`src/rtl/timer_seq_ctrl.sv`:
```
// Profile sequencer for one general_timer: drives the timer register port through
// program / arm / wait-for-irq / clear for each table entry up to last_idx.
module timer_seq_ctrl #(
    parameter int unsigned DEPTH     = 4,
    parameter logic [5:0]  ADDR_CTRL = 6'h00,
    parameter logic [5:0]  ADDR_LOAD = 6'h08,
    parameter logic [5:0]  ADDR_CMP  = 6'h0C,
    parameter logic [5:0]  ADDR_STAT = 6'h14,
    parameter int unsigned EN_BIT    = 0,
    parameter int unsigned LD_BIT    = 7,
    localparam int unsigned IW       = $clog2(DEPTH)
) (
    input  logic          clk,
    input  logic          rst_n,
    input  logic          start,
    input  logic          stop,
    input  logic          loop_en,
    input  logic [IW-1:0] last_idx,
    input  logic          tbl_we,
    input  logic [IW-1:0] tbl_idx,
    input  logic [31:0]   tbl_load,
    input  logic [31:0]   tbl_cmp,
    input  logic [7:0]    tbl_ctrl,
    input  logic          tmr_irq,
    output logic          cs,
    output logic          we,
    output logic [5:0]    addr,
    output logic [31:0]   wdata,
    output logic          busy,
    output logic [IW-1:0] cur_idx,
    output logic          step,
    output logic          done
);

    localparam logic [2:0] EN_I = 3'(EN_BIT);
    localparam logic [2:0] LD_I = 3'(LD_BIT);

    typedef enum logic [2:0] {
        S_IDLE, S_OFF, S_LOAD, S_CMP, S_ON, S_WAIT, S_CLR, S_HALT
    } state_t;

    state_t        state;
    logic [31:0]   tbl_load_q [DEPTH];
    logic [31:0]   tbl_cmp_q  [DEPTH];
    logic [7:0]    tbl_ctrl_q [DEPTH];

    logic [IW:0]   last_ext;
    logic [IW-1:0] last_eff;
    logic          at_last;
    logic [IW-1:0] nxt_idx;

    // Out-of-range last_idx clamps to the final table entry.
    always_comb begin
        last_ext = {1'b0, last_idx};
        last_eff = (last_ext >= (IW+1)'(DEPTH)) ? IW'(DEPTH - 1) : last_idx;
        at_last  = (cur_idx == last_eff);
        nxt_idx  = at_last ? '0 : cur_idx + IW'(1);
    end

    function automatic logic [31:0] ctrl_word(input logic [7:0] c, input logic en);
        logic [7:0] v;
        v       = c;
        v[EN_I] = en;
        v[LD_I] = en;
        return {24'b0, v};
    endfunction

    always_ff @(posedge clk or negedge rst_n) begin
        if (!rst_n) begin
            state   <= S_IDLE;
            cs      <= 1'b0;
            we      <= 1'b0;
            addr    <= '0;
            wdata   <= '0;
            busy    <= 1'b0;
            cur_idx <= '0;
            step    <= 1'b0;
            done    <= 1'b0;
            for (int i = 0; i < int'(DEPTH); i++) begin
                tbl_load_q[i] <= '0;
                tbl_cmp_q[i]  <= '0;
                tbl_ctrl_q[i] <= '0;
            end
        end else begin
            if (tbl_we) begin
                tbl_load_q[tbl_idx] <= tbl_load;
                tbl_cmp_q[tbl_idx]  <= tbl_cmp;
                tbl_ctrl_q[tbl_idx] <= tbl_ctrl;
            end

            cs   <= 1'b0;
            we   <= 1'b0;
            step <= 1'b0;
            done <= 1'b0;

            // Stop overrides everything once running; HALT itself always retires to IDLE.
            if (stop && state != S_IDLE && state != S_HALT) begin
                state   <= S_HALT;
                cs      <= 1'b1;
                we      <= 1'b1;
                addr    <= ADDR_CTRL;
                wdata   <= 32'h0;
                cur_idx <= '0;
                busy    <= 1'b1;
            end else begin
                case (state)
                    S_IDLE: begin
                        if (start && !stop) begin
                            state   <= S_OFF;
                            cur_idx <= '0;
                            busy    <= 1'b1;
                            cs      <= 1'b1;
                            we      <= 1'b1;
                            addr    <= ADDR_CTRL;
                            wdata   <= ctrl_word(tbl_ctrl_q[0], 1'b0);
                        end
                    end
                    S_OFF: begin
                        state <= S_LOAD;
                        cs    <= 1'b1;
                        we    <= 1'b1;
                        addr  <= ADDR_LOAD;
                        wdata <= tbl_load_q[cur_idx];
                    end
                    S_LOAD: begin
                        state <= S_CMP;
                        cs    <= 1'b1;
                        we    <= 1'b1;
                        addr  <= ADDR_CMP;
                        wdata <= tbl_cmp_q[cur_idx];
                    end
                    S_CMP: begin
                        state <= S_ON;
                        cs    <= 1'b1;
                        we    <= 1'b1;
                        addr  <= ADDR_CTRL;
                        wdata <= ctrl_word(tbl_ctrl_q[cur_idx], 1'b1);
                    end
                    S_ON: begin
                        state <= S_WAIT;
                    end
                    S_WAIT: begin
                        if (tmr_irq) begin
                            state <= S_CLR;
                            cs    <= 1'b1;
                            we    <= 1'b1;
                            addr  <= ADDR_STAT;
                            wdata <= 32'h1;
                            step  <= 1'b1;
                        end
                    end
                    S_CLR: begin
                        if (at_last && !loop_en) begin
                            state <= S_IDLE;
                            busy  <= 1'b0;
                            done  <= 1'b1;
                        end else begin
                            state   <= S_OFF;
                            cur_idx <= nxt_idx;
                            cs      <= 1'b1;
                            we      <= 1'b1;
                            addr    <= ADDR_CTRL;
                            wdata   <= ctrl_word(tbl_ctrl_q[nxt_idx], 1'b0);
                        end
                    end
                    S_HALT: begin
                        state   <= S_IDLE;
                        busy    <= 1'b0;
                        cur_idx <= '0;
                    end
                    default: begin
                        state <= S_IDLE;
                        busy  <= 1'b0;
                    end
                endcase
            end
        end
    end

endmodule

```
`config.mk`:
```
export PLATFORM = sky130hd
export DESIGN_NAME = timer_seq_ctrl
export DESIGN_NICKNAME = d
export VERILOG_FILES = /design/src/rtl/timer_seq_ctrl.sv
export SDC_FILE = /design/constraint.sdc
export NUM_CORES = 1
export LEC_CHECK = 0
export BUFFER_PORTS_ARGS = -buffer_cell sky130_fd_sc_hd__buf_4
export CORE_MARGIN = 10
export CORE_UTILIZATION = 58
export CTS_BUF_LIST = sky130_fd_sc_hd__clkbuf_16
export DETAILED_ROUTE_END_ITERATION = 8
export PLACE_DENSITY = 0.78
export REMOVE_ABC_BUFFERS = 1
export SETUP_SLACK_MARGIN = 0.2
export SLEW_MARGIN = 10
export SYNTH_ARGS = -nofsm -noshare
export SYNTH_HDL_FRONTEND = slang
export SYNTH_SLANG_ARGS = --single-unit
```
`constraint.sdc`:
```
create_clock -name clk -period 2.55 [get_ports clk]
set_input_delay 0 -clock clk [delete_from_list [all_inputs] [get_ports clk]]
set_output_delay 0 -clock clk [all_outputs]
set_load 0.05 [all_outputs]
```
==> impl_metrics.csv, run 1 <==
group,metric,value,unit
run_status,outcome,"complete, no violations",
drt,wirelength,34.5,mm
setup_path,r2r_start,"cur_idx[0]$_DFFE_PN0P_",
yosys,synth_edf_count,0,
die,start_util,59.0,%
yosys,netlist.area_leader.share,54.6,%
sta,hold_viol,0,
sta,slew_headroom,21.7,%
die,rows,58,
sta,skew,0.0131,ns
cts,htree_levels,2,
cts,cts_tree,"yes",
layout,final_area,18000,um2
yosys,synth_cell_type_count,63,
sta,finalSetupTns,0,ns
yosys,ys_ff_latch,324,
layout,final_nets,1259,
sta,timing.final.crit_period,2.22,ns
drt,drt_first_pass_iters,5,
drt,drtIter0Drc,638,
layout,layout_common_cells,"321 x dfrtp_1, 304 x mux2_2, 143 x buf_4",
sta,setup_viol,0,
pwr,leakagePower,7.61,nW
drt,ant_nets,0,
layout,final_cells,1535,
sta,drv_slew,0,
yosys,yosysWarnings,0,
placed_design,gp_congestion,0.853,
placed_design,place_worst_setup_slack,0.261,ns
yosys,syn_avg_cell_area,15.1,um2
cts,cts_sinks,324,
pwr,ir_worst_vdd,0.599,mV
die,dieArea,32400,um2
layout,mostFrequentLayoutCell,"dfrtp_1",
drt,viasPerCell,6.06,
grt,grt_remaining_overflow,0,
setup_path,path_class,"reg -> reg",
setup_path,critPathCaptureType,"flop",
drt,vias,9307,
setup_path,r2r_cells,5,
setup_path,cp_data_required_time,2.97,ns
setup_path,critPathMaxFanout,24,
sta,period_share,86.9,%
yosys,async_flop_share,100,%
worst_hold_path,hold_class,"in -> async",
placed_design,hpwlAfterDp,20.4,mm
die,die_w,180,um
cts,cts_root_buffer,"clkbuf_16",
placed_design,placed_cells,1391,
die,die_y,180,um
drt,wl_per_cell,22.5,um
die,ioPinCount,128,
yosys,synth_top_area_cell,"dfrtp_1",
setup_path,worstPathArrival,2.64,ns
grt,grt_usage,21.0,%
placed_design,io_buffers,122,
run,drv_cap,0,
grt,grt_pass1_vias,10148,
layout,final_util,71.4,%
sta,setup_ws,0.333,ns
placed_design,place_area,16000,um2
drt,drc_errors,0,
layout,area_growth,21.0,%
setup_path,crit_chain,"xor2_1 -> or3_4 -> a21boi_4 -> buf_4 -> o2bb2ai_1",
sta,rsz0062_at_grt,"no",
die,core,25200,um2
yosys,synth_seq_area_share,54.6,%
setup_path,timing.rr.end,"wdata[19]$_DFFE_PN0P_",
cts,clk_latency,0.52,ns
sta,max_freq,451,MHz
cts,clk_path_buf_depth,3,
yosys,synth-main-ff-cell,"dfrtp_1",
cts,cts.clk_slew.worst_paths,0.06,ns
grt,antenna_found_initial,1,
setup_path,start_kind,"flop",
sta,hold_ws,0.0215,ns
yosys,syn_inst,986,
sta,worst_slew_pin_slew,1.17,ns
yosys,ys_top_cells_by_area,"dfrtp_1 55%, mux2_2 23%, mux4_2 7.9%",
grt,grt_pass1_wl,55.9,mm
setup_path,cpPeakStageDelay,0.59,ns
setup_path,slowest_stage,"dfrtp_4",
grt,grt_max_degree,88,
setup_path,r2r_slack,0.33,ns
layout,drive_above_1_share,48.5,%
cts,cts_made_buffers,36,
pwr,p_total,17.2,mW
yosys,syn_area,14900,um2
pwr,power.density,957,nW/um2
-- cell type report --
type / instances / area [um2]
inverters: 4 / 15.0
diodes: 2 / 5.00
multi-input cells: 582 / 6260
fillers: 1666 / 7210
clock inverters: 28 / 233
well taps: 330 / 413
flip-flops and latches: 324 / 8120
repair buffers: 228 / 2000
clock buffers: 37 / 926
-- Yosys cell counts, types with 2 or more instances --
| master | n |
|---|---|
| a211o_1 | 5 |
| a21o_2 | 2 |
| a21oi_1 | 13 |
| a221o_1 | 4 |
| a221o_2 | 3 |
| a22oi_1 | 25 |
| a311oi_1 | 6 |
| a31oi_1 | 7 |
| a32o_1 | 2 |
| buf_1 | 2 |
| buf_2 | 26 |
| buf_4 | 7 |
| buf_6 | 14 |
| buf_8 | 2 |
| clkbuf_1 | 25 |
| dfrtp_1 | 324 |
| inv_1 | 4 |
| mux2_2 | 304 |
| mux2i_1 | 13 |
| mux4_2 | 52 |
| nand2_1 | 14 |
| nand2b_1 | 5 |
| nand3_1 | 2 |
| nand3b_1 | 2 |
| nor2_1 | 17 |
| nor2_4 | 2 |
| nor2b_1 | 5 |
| nor3_1 | 8 |
| nor4bb_1 | 6 |
| o21ai_0 | 10 |
| o22a_1 | 5 |
| o22ai_1 | 14 |
| o2bb2ai_1 | 25 |
| or3_1 | 2 |
-- registers in the layout, summed over array words and instances (netlist names) --
| signal | cells |
|---|---|
| tbl_cmp_q | 128 |
| tbl_load_q | 128 |
| wdata | 32 |
| tbl_ctrl_q | 24 |
| addr | 3 |
| state | 3 |
| cur_idx | 2 |
| busy | 1 |
| done | 1 |
| step | 1 |
| we | 1 |
-- layer usage --
metal / vias up / wire (um) / global-route usage, %
li1: 4108 / - / -
met1: 4912 / 15100 / 27.7
met2: 246 / 17100 / 35.0
met3: 41 / 1860 / 4.54
met4: 0 / 436 / 4.66
met5: - / 0 / 0
-- power breakdown --
group	leakage (nW)	switching, mW	internal [mW]
combinational	3.12	2.81	2.41
sequential	3.90	0.677	6.21
clock	0.599	2.06	3.04
-- worst max-delay path by stage --
stage	end	depth (start not counted)	from
4_1_cts	wdata[19]$_DFFE_PN0P_	6	state[2]$_DFFE_PN0P_
3_5_place_dp	wdata[8]$_DFFE_PN0P_	6	state[2]$_DFFE_PN0P_
2_1_floorplan	tbl_cmp_q[100]$_DFFE_PN0P_	2	tbl_idx[1]
6_report	wdata[19]$_DFFE_PN0P_	5	cur_idx[0]$_DFFE_PN0P_
3_3_place_gp	wdata[25]$_DFFE_PN0P_	6	state[2]$_DFFE_PN0P_
5_1_grt	wdata[19]$_DFFE_PN0P_	6	state[2]$_DFFE_PN0P_
-- logic make-up (layout without fill, tap and decap cells) --
family / after synthesis / after routing / synth area share [%]
xor+xnor: 2 / 2 / 0.169
other cells: 1 / 5 / 0.0253
mux: 370 / 370 / 31.9
buf+inv: 82 / 297 / 3.40
compound gates: 134 / 134 / 7.04
simple gates: 73 / 73 / 2.88
flops: 324 / 324 / 54.6
-- timing repair --
action / 4_1_cts / 5_1_grt
setup endpoints to repair: 0 / 34
setup buffers: 0 / 0
endpoints found under the hold margin: 613 / 0
hold buffers: 77 / 0
resized for setup: 0 / 1
-- critical path: cells and delay by family, from the launching register on --
family | cells | cell delay [ns]
buffers and inverters | 1 | 0.35
flip-flops | 1 | 0.59
AO/OA/AOI/OAI | 2 | 0.58
XOR/XNOR | 1 | 0.23
AND/OR/NAND/NOR | 1 | 0.37
No activity file was read; power rests on OpenSTA's default activity.
==> run 2: changes to the inputs <==
--- a/config.mk
+++ b/config.mk
@@ -5,7 +5,7 @@
 export SDC_FILE = /design/constraint.sdc
 export NUM_CORES = 1
 export LEC_CHECK = 0
-export BUFFER_PORTS_ARGS = -buffer_cell sky130_fd_sc_hd__buf_4
+export BUFFER_PORTS_ARGS = -buffer_cell sky130_fd_sc_hd__buf_2
 export CORE_MARGIN = 10
 export CORE_UTILIZATION = 58
 export CTS_BUF_LIST = sky130_fd_sc_hd__clkbuf_16
==> impl_metrics.csv, run 2 (synthesis gave the netlist of run 1 again) <==
group,metric,value,unit
drt,drt_first_pass_iters,6,
setup_path,r2r_start,"cur_idx[0]$_DFFE_PN0P_",
drt,vias,9340,
run_status,outcome,"complete, no violations",
placed_design,place_area,15800,um2
placed_design,gp_congestion,0.809,
cts,clk_latency,0.50,ns
drt,viasPerCell,6.10,
drt,routedLengthMet1,15.1,mm
grt,grt_usage,20.7,%
layout,drive_above_1_share,48.3,%
layout,final_nets,1262,
pwr,power.density,939,nW/um2
setup_path,critPathMaxFanout,21,
drt,wl_per_cell,22.0,um
setup_path,r2r_cells,5,
setup_path,start_kind,"flop",
layout,reg_top3,"tbl_cmp_q: 128 flops, tbl_load_q: 128 flops, wdata: 32 flops",
cts,cts_root_buffer,"clkbuf_16",
layout,final_cells,1532,
worst_hold_path,hold_start,"last_idx[0]",
grt,grt_max_degree,94,
cts,htree_levels,2,
layout,mostFrequentLayoutCell,"dfrtp_1",
drt,ant_nets,0,
die,dieArea,32400,um2
sta,period_share,87.4,%
setup_path,path_class,"reg -> reg",
setup_path,worstPathArrival,2.65,ns
drt,drc_errors,0,
setup_path,critPathCaptureType,"flop",
pwr,ir_worst_vdd,0.767,mV
sta,timing.final.crit_period,2.23,ns
die,die_w,180,um
cts,postCtsSetupBuffers,0,
grt,grt_remaining_overflow,0,
sta,rsz0062_at_grt,"no",
cts,cts_sinks,324,
drt,dr_wl_met2,16.2,mm
grt,grt_pass1_wl,55.2,mm
drt,drtIter0Drc,720,
sta,skew,0.0134,ns
cts,cts_tree,"yes",
sta,worst_slew_pin_slew,1.18,ns
pwr,p_total,16.5,mW
grt,antenna_found_initial,1,
die,core,25200,um2
layout,layout_common_cells,"321 x dfrtp_1, 304 x mux2_2, 121 x buf_2",
layout,final_area,17600,um2
die,die_y,180,um
sta,hold_ws,0.0727,ns
placed_design,placed_cells,1395,
pwr,leakagePower,7.50,nW
sta,setup_viol,0,
cts,cts_made_buffers,36,
sta,slew_headroom,21.5,%
placed_design,hpwlAfterDp,20.1,mm
die,start_util,59.0,%
sta,hold_viol,0,
run,drv_cap,0,
drt,wirelength,33.7,mm
worst_hold_path,holdPathStages,4,
die,ioPinCount,128,
drt,wl_met3,1.85,mm
cts,clk_path_buf_depth,3,
worst_hold_path,hold_class,"in -> reg",
layout,area_growth,18.3,%
drt,top_layer_used,"met4",
sta,max_freq,449,MHz
die,rows,58,
setup_path,cp_data_required_time,2.97,ns
sta,finalSetupTns,0,ns
setup_path,critPathLaunch,"cur_idx[0]$_DFFE_PN0P_",
cts,cts.clk_slew.worst_paths,0.06,ns
grt,grt_pass1_vias,10028,
sta,drv_slew,0,
placed_design,io_buffers,122,
[run 2: worst paths after layout]
check                                                   end  slack, ns
min in group asynchronous         tbl_cmp_q[89]$_DFFE_PN0P_       0.08
worst max-delay path                  wdata[30]$_DFFE_PN0P_       0.32
worst min register to register          addr[4]$_DFFE_PN0P_       0.48
worst min-delay path                         done$_DFF_PN0_       0.07
max in group asynchronous       tbl_load_q[120]$_DFFE_PN0P_       1.63
worst max register to register        wdata[30]$_DFFE_PN0P_       0.32
[run 2: critical path, cell delays in order, from the launching register on]
cell	delay [ns]
dfrtp_4	0.61
xor2_1	0.22
or3_4	0.37
a21boi_4	0.41
buf_4	0.34
o2bb2ai_1	0.17
[run 2: routing by layer]
metal / global-route usage (%) / vias up
li1: - / 4118
met1: 28.8 / 4951
met2: 32.7 / 222
met3: 4.50 / 49
met4: 4.63 / 0
met5: 0 / -
[run 2: final cells by class]
class | count | area (um2)
flip-flops and latches | 324 | 8120
fillers | 1680 | 7610
multi-input cells | 582 | 6260
repair buffers | 231 | 1730
clock buffers | 37 | 926
well taps | 330 | 413
clock inverters | 23 | 100
inverters | 4 | 15.0
diodes | 1 | 2.50
[run 2: what timing repair did]
action	in CTS	in global routing
resized for setup	0	1
hold endpoints to repair	370	0
endpoints found under the setup margin	0	27
hold buffers	76	0
[run 2: per-stage QoR]
step / setup WS, ns / util [%]
final: 0.321 / 69.8
after global routing: 0.282 / 69.8
after CTS: 0.253 / 69.7
after detailed placement: 0.286 / 62.7
after global placement: 0.368 / 62.7
after floorplan: -3.37 / -
[run 2: power by group]
part | internal [mW] | total (mW) | leakage (nW) | switching [mW]
Combinational | 2.27 | 5.07 | 3.06 | 2.80
Sequential | 6.21 | 6.85 | 3.90 | 0.640
Clock | 2.61 | 4.59 | 0.542 | 1.98
